--- src/rtl/jk_drv_pkg.sv ---
// Shared types and helpers for the JK flip-flop bank driver.
//   drv_state_e : controller states (StRecover only reachable with FORCE_RECOVERY_EN)
//   JK_HOLD     : J/K pair that leaves a JK flop unchanged
//   jk_excite   : JK excitation for one bit, q -> q_next, returned as {j, k}
package jk_drv_pkg;

  typedef enum logic [2:0] {
    StIdle,
    StExcite,
    StStrobe,
    StSettle,
    StCheck,
    StRecover
  } drv_state_e;

  localparam logic [1:0] JK_HOLD = 2'b00;

  // Don't-care half of each excitation entry resolves to 0, so J=K=1 (toggle) is never produced.
  function automatic logic [1:0] jk_excite(input logic q, input logic q_next);
    logic [1:0] jk;
    jk = JK_HOLD;
    if (!q && q_next) jk[1] = 1'b1;
    if (q && !q_next) jk[0] = 1'b1;
    return jk;
  endfunction

endpackage

--- src/rtl/jk_excite_cell.sv ---
// Per-bit JK excitation, purely combinational.
//   q      : present flop state (feedback)
//   q_next : wanted flop state
//   j, k   : JK drive that moves q to q_next on the next flop clock
module jk_excite_cell
  import jk_drv_pkg::*;
(
  input  logic q,
  input  logic q_next,
  output logic j,
  output logic k
);

  logic [1:0] jk;

  assign jk = jk_excite(q, q_next);
  assign j  = jk[1];
  assign k  = jk[0];

endmodule

--- src/rtl/jk_bank_driver.sv ---
// Controller that steers a bank of WIDTH external JK flip-flops to a requested word.
// A target is accepted in idle, J/K are set from the excitation table, one clock-enable
// strobe is issued, the bank is given SETTLE cycles, then Q is compared with the target.
// Mismatches are re-strobed up to MAX_RETRY times before an error pulse.
//
// Optional feature: define FORCE_RECOVERY_EN to add a recovery pass that forces the bank
// through its preset/clear pins after retries run out, followed by one final check.
// Without it, pr_n/clr_n are tied high.
//
// Ports:
//   clk, rst           : clock and synchronous active-high reset
//   tgt_data/valid/ready : target word handshake (ready only in idle)
//   q_fb               : Q feedback from the bank
//   j_out, k_out       : J/K drive
//   pr_n, clr_n        : active-low preset/clear drive
//   ff_ce              : one-cycle clock enable to the bank
//   done, error        : one-cycle result pulses
module jk_bank_driver
  import jk_drv_pkg::*;
#(
  parameter int unsigned WIDTH     = 4,
  parameter int unsigned SETTLE    = 2,
  parameter int unsigned MAX_RETRY = 3
) (
  input  logic             clk,
  input  logic             rst,
  input  logic [WIDTH-1:0] tgt_data,
  input  logic             tgt_valid,
  output logic             tgt_ready,
  input  logic [WIDTH-1:0] q_fb,
  output logic [WIDTH-1:0] j_out,
  output logic [WIDTH-1:0] k_out,
  output logic [WIDTH-1:0] pr_n,
  output logic [WIDTH-1:0] clr_n,
  output logic             ff_ce,
  output logic             done,
  output logic             error
);

  localparam int unsigned RetryW  = (MAX_RETRY > 0) ? $clog2(MAX_RETRY + 1) : 1;
  localparam int unsigned SettleW = (SETTLE > 1) ? $clog2(SETTLE + 1) : 1;

  localparam logic [RetryW-1:0]  MaxRetry   = RetryW'(MAX_RETRY);
  localparam logic [SettleW-1:0] SettleLast = SettleW'(SETTLE - 1);

  drv_state_e         state_q;
  logic [WIDTH-1:0]   tgt_q;
  logic [WIDTH-1:0]   j_q, k_q;
  logic               ff_ce_q, done_q, error_q;
  logic [RetryW-1:0]  retry_q;
  logic [SettleW-1:0] settle_q;
  logic [WIDTH-1:0]   exc_j, exc_k;

  for (genvar i = 0; i < WIDTH; i++) begin : g_cell
    jk_excite_cell u_cell (
      .q      (q_fb[i]),
      .q_next (tgt_q[i]),
      .j      (exc_j[i]),
      .k      (exc_k[i])
    );
  end

`ifdef FORCE_RECOVERY_EN
  logic [WIDTH-1:0] pr_n_q, clr_n_q;
  logic             recov_phase_q;  // 0: pins forcing, 1: pins released
  logic             recov_done_q;   // recovery already used for this target
`endif

  always_ff @(posedge clk) begin
    if (rst) begin
      state_q  <= StIdle;
      tgt_q    <= '0;
      j_q      <= '0;
      k_q      <= '0;
      ff_ce_q  <= 1'b0;
      done_q   <= 1'b0;
      error_q  <= 1'b0;
      retry_q  <= '0;
      settle_q <= '0;
`ifdef FORCE_RECOVERY_EN
      pr_n_q        <= '1;
      clr_n_q       <= '1;
      recov_phase_q <= 1'b0;
      recov_done_q  <= 1'b0;
`endif
    end else begin
      ff_ce_q <= 1'b0;
      done_q  <= 1'b0;
      error_q <= 1'b0;
      case (state_q)
        StIdle: begin
          if (tgt_valid) begin
            tgt_q   <= tgt_data;
            retry_q <= '0;
`ifdef FORCE_RECOVERY_EN
            recov_done_q <= 1'b0;
`endif
            state_q <= StExcite;
          end
        end
        StExcite: begin
          j_q     <= exc_j;
          k_q     <= exc_k;
          ff_ce_q <= 1'b1;
          state_q <= StStrobe;
        end
        StStrobe: begin
          // J/K held through the strobe cycle, back to hold afterwards
          j_q      <= '0;
          k_q      <= '0;
          settle_q <= '0;
          state_q  <= StSettle;
        end
        StSettle: begin
          if (settle_q == SettleLast) state_q  <= StCheck;
          else                        settle_q <= settle_q + 1'b1;
        end
        StCheck: begin
          if (q_fb == tgt_q) begin
            done_q  <= 1'b1;
            state_q <= StIdle;
          end else if (retry_q < MaxRetry) begin
            retry_q <= retry_q + 1'b1;
            state_q <= StExcite;
          end else begin
`ifdef FORCE_RECOVERY_EN
            if (!recov_done_q) begin
              // Complementary pair per bit, so preset and clear are never low together
              pr_n_q        <= ~tgt_q;
              clr_n_q       <= tgt_q;
              recov_phase_q <= 1'b0;
              state_q       <= StRecover;
            end else begin
              error_q <= 1'b1;
              state_q <= StIdle;
            end
`else
            error_q <= 1'b1;
            state_q <= StIdle;
`endif
          end
        end
`ifdef FORCE_RECOVERY_EN
        StRecover: begin
          if (!recov_phase_q) begin
            pr_n_q        <= '1;
            clr_n_q       <= '1;
            recov_phase_q <= 1'b1;
          end else begin
            recov_done_q <= 1'b1;
            state_q      <= StCheck;
          end
        end
`endif
        default: state_q <= StIdle;
      endcase
    end
  end

  assign tgt_ready = (state_q == StIdle);
  assign j_out     = j_q;
  assign k_out     = k_q;
  assign ff_ce     = ff_ce_q;
  assign done      = done_q;
  assign error     = error_q;

`ifdef FORCE_RECOVERY_EN
  assign pr_n  = pr_n_q;
  assign clr_n = clr_n_q;
`else
  assign pr_n  = '1;
  assign clr_n = '1;
`endif

endmodule
--- config.mk ---
export PLATFORM = sky130hd
export DESIGN_NAME = jk_bank_driver
export DESIGN_NICKNAME = d
export VERILOG_FILES = /design/src/rtl/jk_drv_pkg.sv /design/src/rtl/jk_excite_cell.sv /design/src/rtl/jk_bank_driver.sv
export SDC_FILE = /design/constraint.sdc
export NUM_CORES = 1
export LEC_CHECK = 0
export CAP_MARGIN = 20
export CORE_UTILIZATION = 50
export DETAILED_ROUTE_END_ITERATION = 8
export MAX_ROUTING_LAYER = met4
export PLACE_DENSITY = 0.82
export SKIP_LAST_GASP = 1
export SYNTH_ARGS = -nofsm -noshare
export SYNTH_HDL_FRONTEND = slang
export SYNTH_HIERARCHICAL = 1
export SYNTH_SLANG_ARGS = --single-unit
--- constraint.sdc ---
create_clock -name clk -period 3.9 [get_ports clk]
set_input_delay 1.17 -clock clk [delete_from_list [all_inputs] [get_ports clk]]
set_output_delay 1.17 -clock clk [all_outputs]
set_load 0.01 [all_outputs]
==> results.toml <==
[status]
outcome = "complete, no violations"

[placed_design]
gp_congestion = 0.8142
placed_area_um2 = 1393
io_buffers = 22
pre_cts_slack_ns = 1.023
hpwl_um = 1607

[job]
cap_violations = 0

[worst_setup_path]
reg2reg_depth = 3
cp.depth = 2
path_max_fanout = 22
worstSetupPathType = "flip-flop to output pin"
cpPeakStageDelay_ns = 0.63
startpoint_type = "flip-flop"
critical_path.top_delay_family = "buffers and inverters"
required_ns = 2.73
worstPathCellList = "nor3_1, clkdlybuf4s50_1"
crit_buf_inv = 1
cpMaxStageDelayCell = "clkdlybuf4s50_1"
cp.arrival_ns = 1.97
crit_path_end_kind = "output pin"

[floorplanning]
ios = 31
die_x_um = 51.04
die_y_um = 51.04
die-area_um2 = 2605
row_count = 17
start_util_pct = 53.84
core_area_um2 = 2233

[finish]
final_cell_mix = "22 x dfxtp_1, 22 x clkdlybuf4s50_1, 18 x nand2_1"
n_antenna_cell = 0
fillers = 212
utilization_pct = 63.98
design_area_um2 = 1429
drive_gt1_share_pct = 6.667
synthToLayoutAreaGrowth_pct = 18.83
nets = 179

[logic_synthesis]
synth_area_um2 = 1202
ys_seq_area_share_pct = 36.63
synth-edff-count = 0
yosysWarnings = 6
synthArstFlopShare_pct = 0
netlist_instances = 149
ys.flop_type = "dfxtp_1"
syn-mean-instance-area_um2 = 8.070
ys_types = 31
ys_ff_latch = 22
synth_top_area_cell = "dfxtp_1"
synth_top_area_share_pct = 36.63
netlist_top_cells_area = "dfxtp_1 37%, a21oi_1 6.2%, nand2_1 5.6%"

[sta]
rsz0062_at_grt = "false"
worst_hold_slack_ns = 0.4765
tightest_slew_ns = 0.7568
relSlewSlack_pct = 49.39
clock.fmax_mhz = 318.8
worst_slack_ns = 0.7632
finalSetupViolCount = 0
fin_skew_ns = 0.001791
tns_ns = 0
post-route-period-util_pct = 80.43
slew_viol_final = 0
min_period_ns = 3.137
hold_viol_final = 0

[drt]
wire_per_inst_um = 11.89
postRouteAntennaNets = 0
drt-total-wl_um = 2295
dr.pass1.iters = 3
vias_per_cell = 5.228
drc = 0
drtIter0Drc = 9
dr_total_vias = 1009

[clock_tree]
post_cts_buffers = 0
ctsHoldBuffers = 0
cts_root_buf = "clkbuf_4"
htree_levels = 1
clk_pin_slew_worst_paths_ns = 0.11
clkLatencyLatePin_ns = 0.29
cts_tree = "built"
numCtsBuffers = 3
clock_sinks = 22
post_cts_resized = 0
clockBufferDepth = 2

[global_routing]
grt_usage_pct = 19.15
grt_pass1_wl_um = 3705
grt_max_degree = 31
grt_pass1_vias = 867
antenna_found_initial = 0
grt_overflow = 0

[power]
p_per_area_nw_per_um2 = 320.9
ir_drop_mv = 0.1798
p_leak_nw = 0.5184

[min_path]
hold_depth = 2
hp-class = "flip-flop to flip-flop"
==> worst min-delay path, stage by stage (launching register included) <==
cell     delay (ns)
dfxtp_1        0.34
nand2_1        0.05
a21oi_1        0.05
==> routing by layer <==
metal / GRT usage [%] / vias up / wire [um]
met3: 2.976 / 2 / 76
met5: - / - / 0
met4: 6.944 / 0 / 12
met2: 30.04 / 20 / 1022
met1: 24.82 / 461 / 1183
li1: - / 526 / -
==> where the power goes <==
group          switching (mW)  internal (mW)
Combinational          0.0473         0.0431
Clock                  0.0630         0.0568
Sequential             0.0133          0.235
Total                   0.124          0.335
==> worst paths after layout <==
| check | start | to | slack, ns |
|---|---|---|---|
| max | state_q[2] | tgt_ready | 0.76 |
| min | j_out[3] | j_out[3] | 0.48 |
| max reg2reg | state_q[2] | retry_q[0] | 1.87 |
| min reg2reg | j_out[3] | j_out[3] | 0.48 |
==> sequential cells by signal, indices dropped and copies added (netlist names) <==
| register | count |
|---|---|
| settle_q | 2 |
| tgt_q | 4 |
| error | 1 |
| retry_q | 2 |
| j_out | 4 |
| ff_ce | 1 |
| k_out | 4 |
| done | 1 |
| state_q | 3 |
==> cells by family after synthesis <==
family / count (synthesis) / synth area share [%]
xor gates and xnor gates: 4 / 2.913
buffers and inverters: 19 / 8.532
other: 1 / 0.3119
adders and majority gates: 2 / 2.081
and+or+nand+nor: 70 / 34.13
AOI/OAI and AO/OA: 29 / 13.63
DFF: 22 / 36.63
muxes: 2 / 1.769
==> Yosys cell counts (2+ instances only) <==
library cell,count
nor2b_1,4
nand3_1,4
ha_1,2
and3_1,2
nor4b_1,3
o21ai_0,10
and2_1,10
and2b_2,4
buf_4,8
clkbuf_1,9
nor3b_1,8
o21a_1,2
nor4_1,2
or4b_1,2
nor2_1,5
nand2_1,18
nand2b_1,2
dfxtp_1,22
xnor2_1,4
nor3_1,3
a21oi_1,15
==> final cells by class <==
cell class,count,area [um2],area share [%]
clock buffers,4,36.28,2.539
inverters,1,3.754,0.2627
well taps,28,35.03,2.452
repair buffers,23,227.7,15.94
flip-flops and latches,22,440.4,30.82
multi-input cells,115,685.7,47.99
==> stage by stage <==
step / std cells / power [mW]
2_1_floorplan: 156 / 0.3151
3_3_place_gp: 189 / 0.3419
3_5_place_dp: 189 / 0.3433
4_1_cts: 193 / 0.4654
5_1_grt: 193 / 0.4862
6_report: 193 / 0.4585
Note: power is estimated with default switching activity, not from simulation.
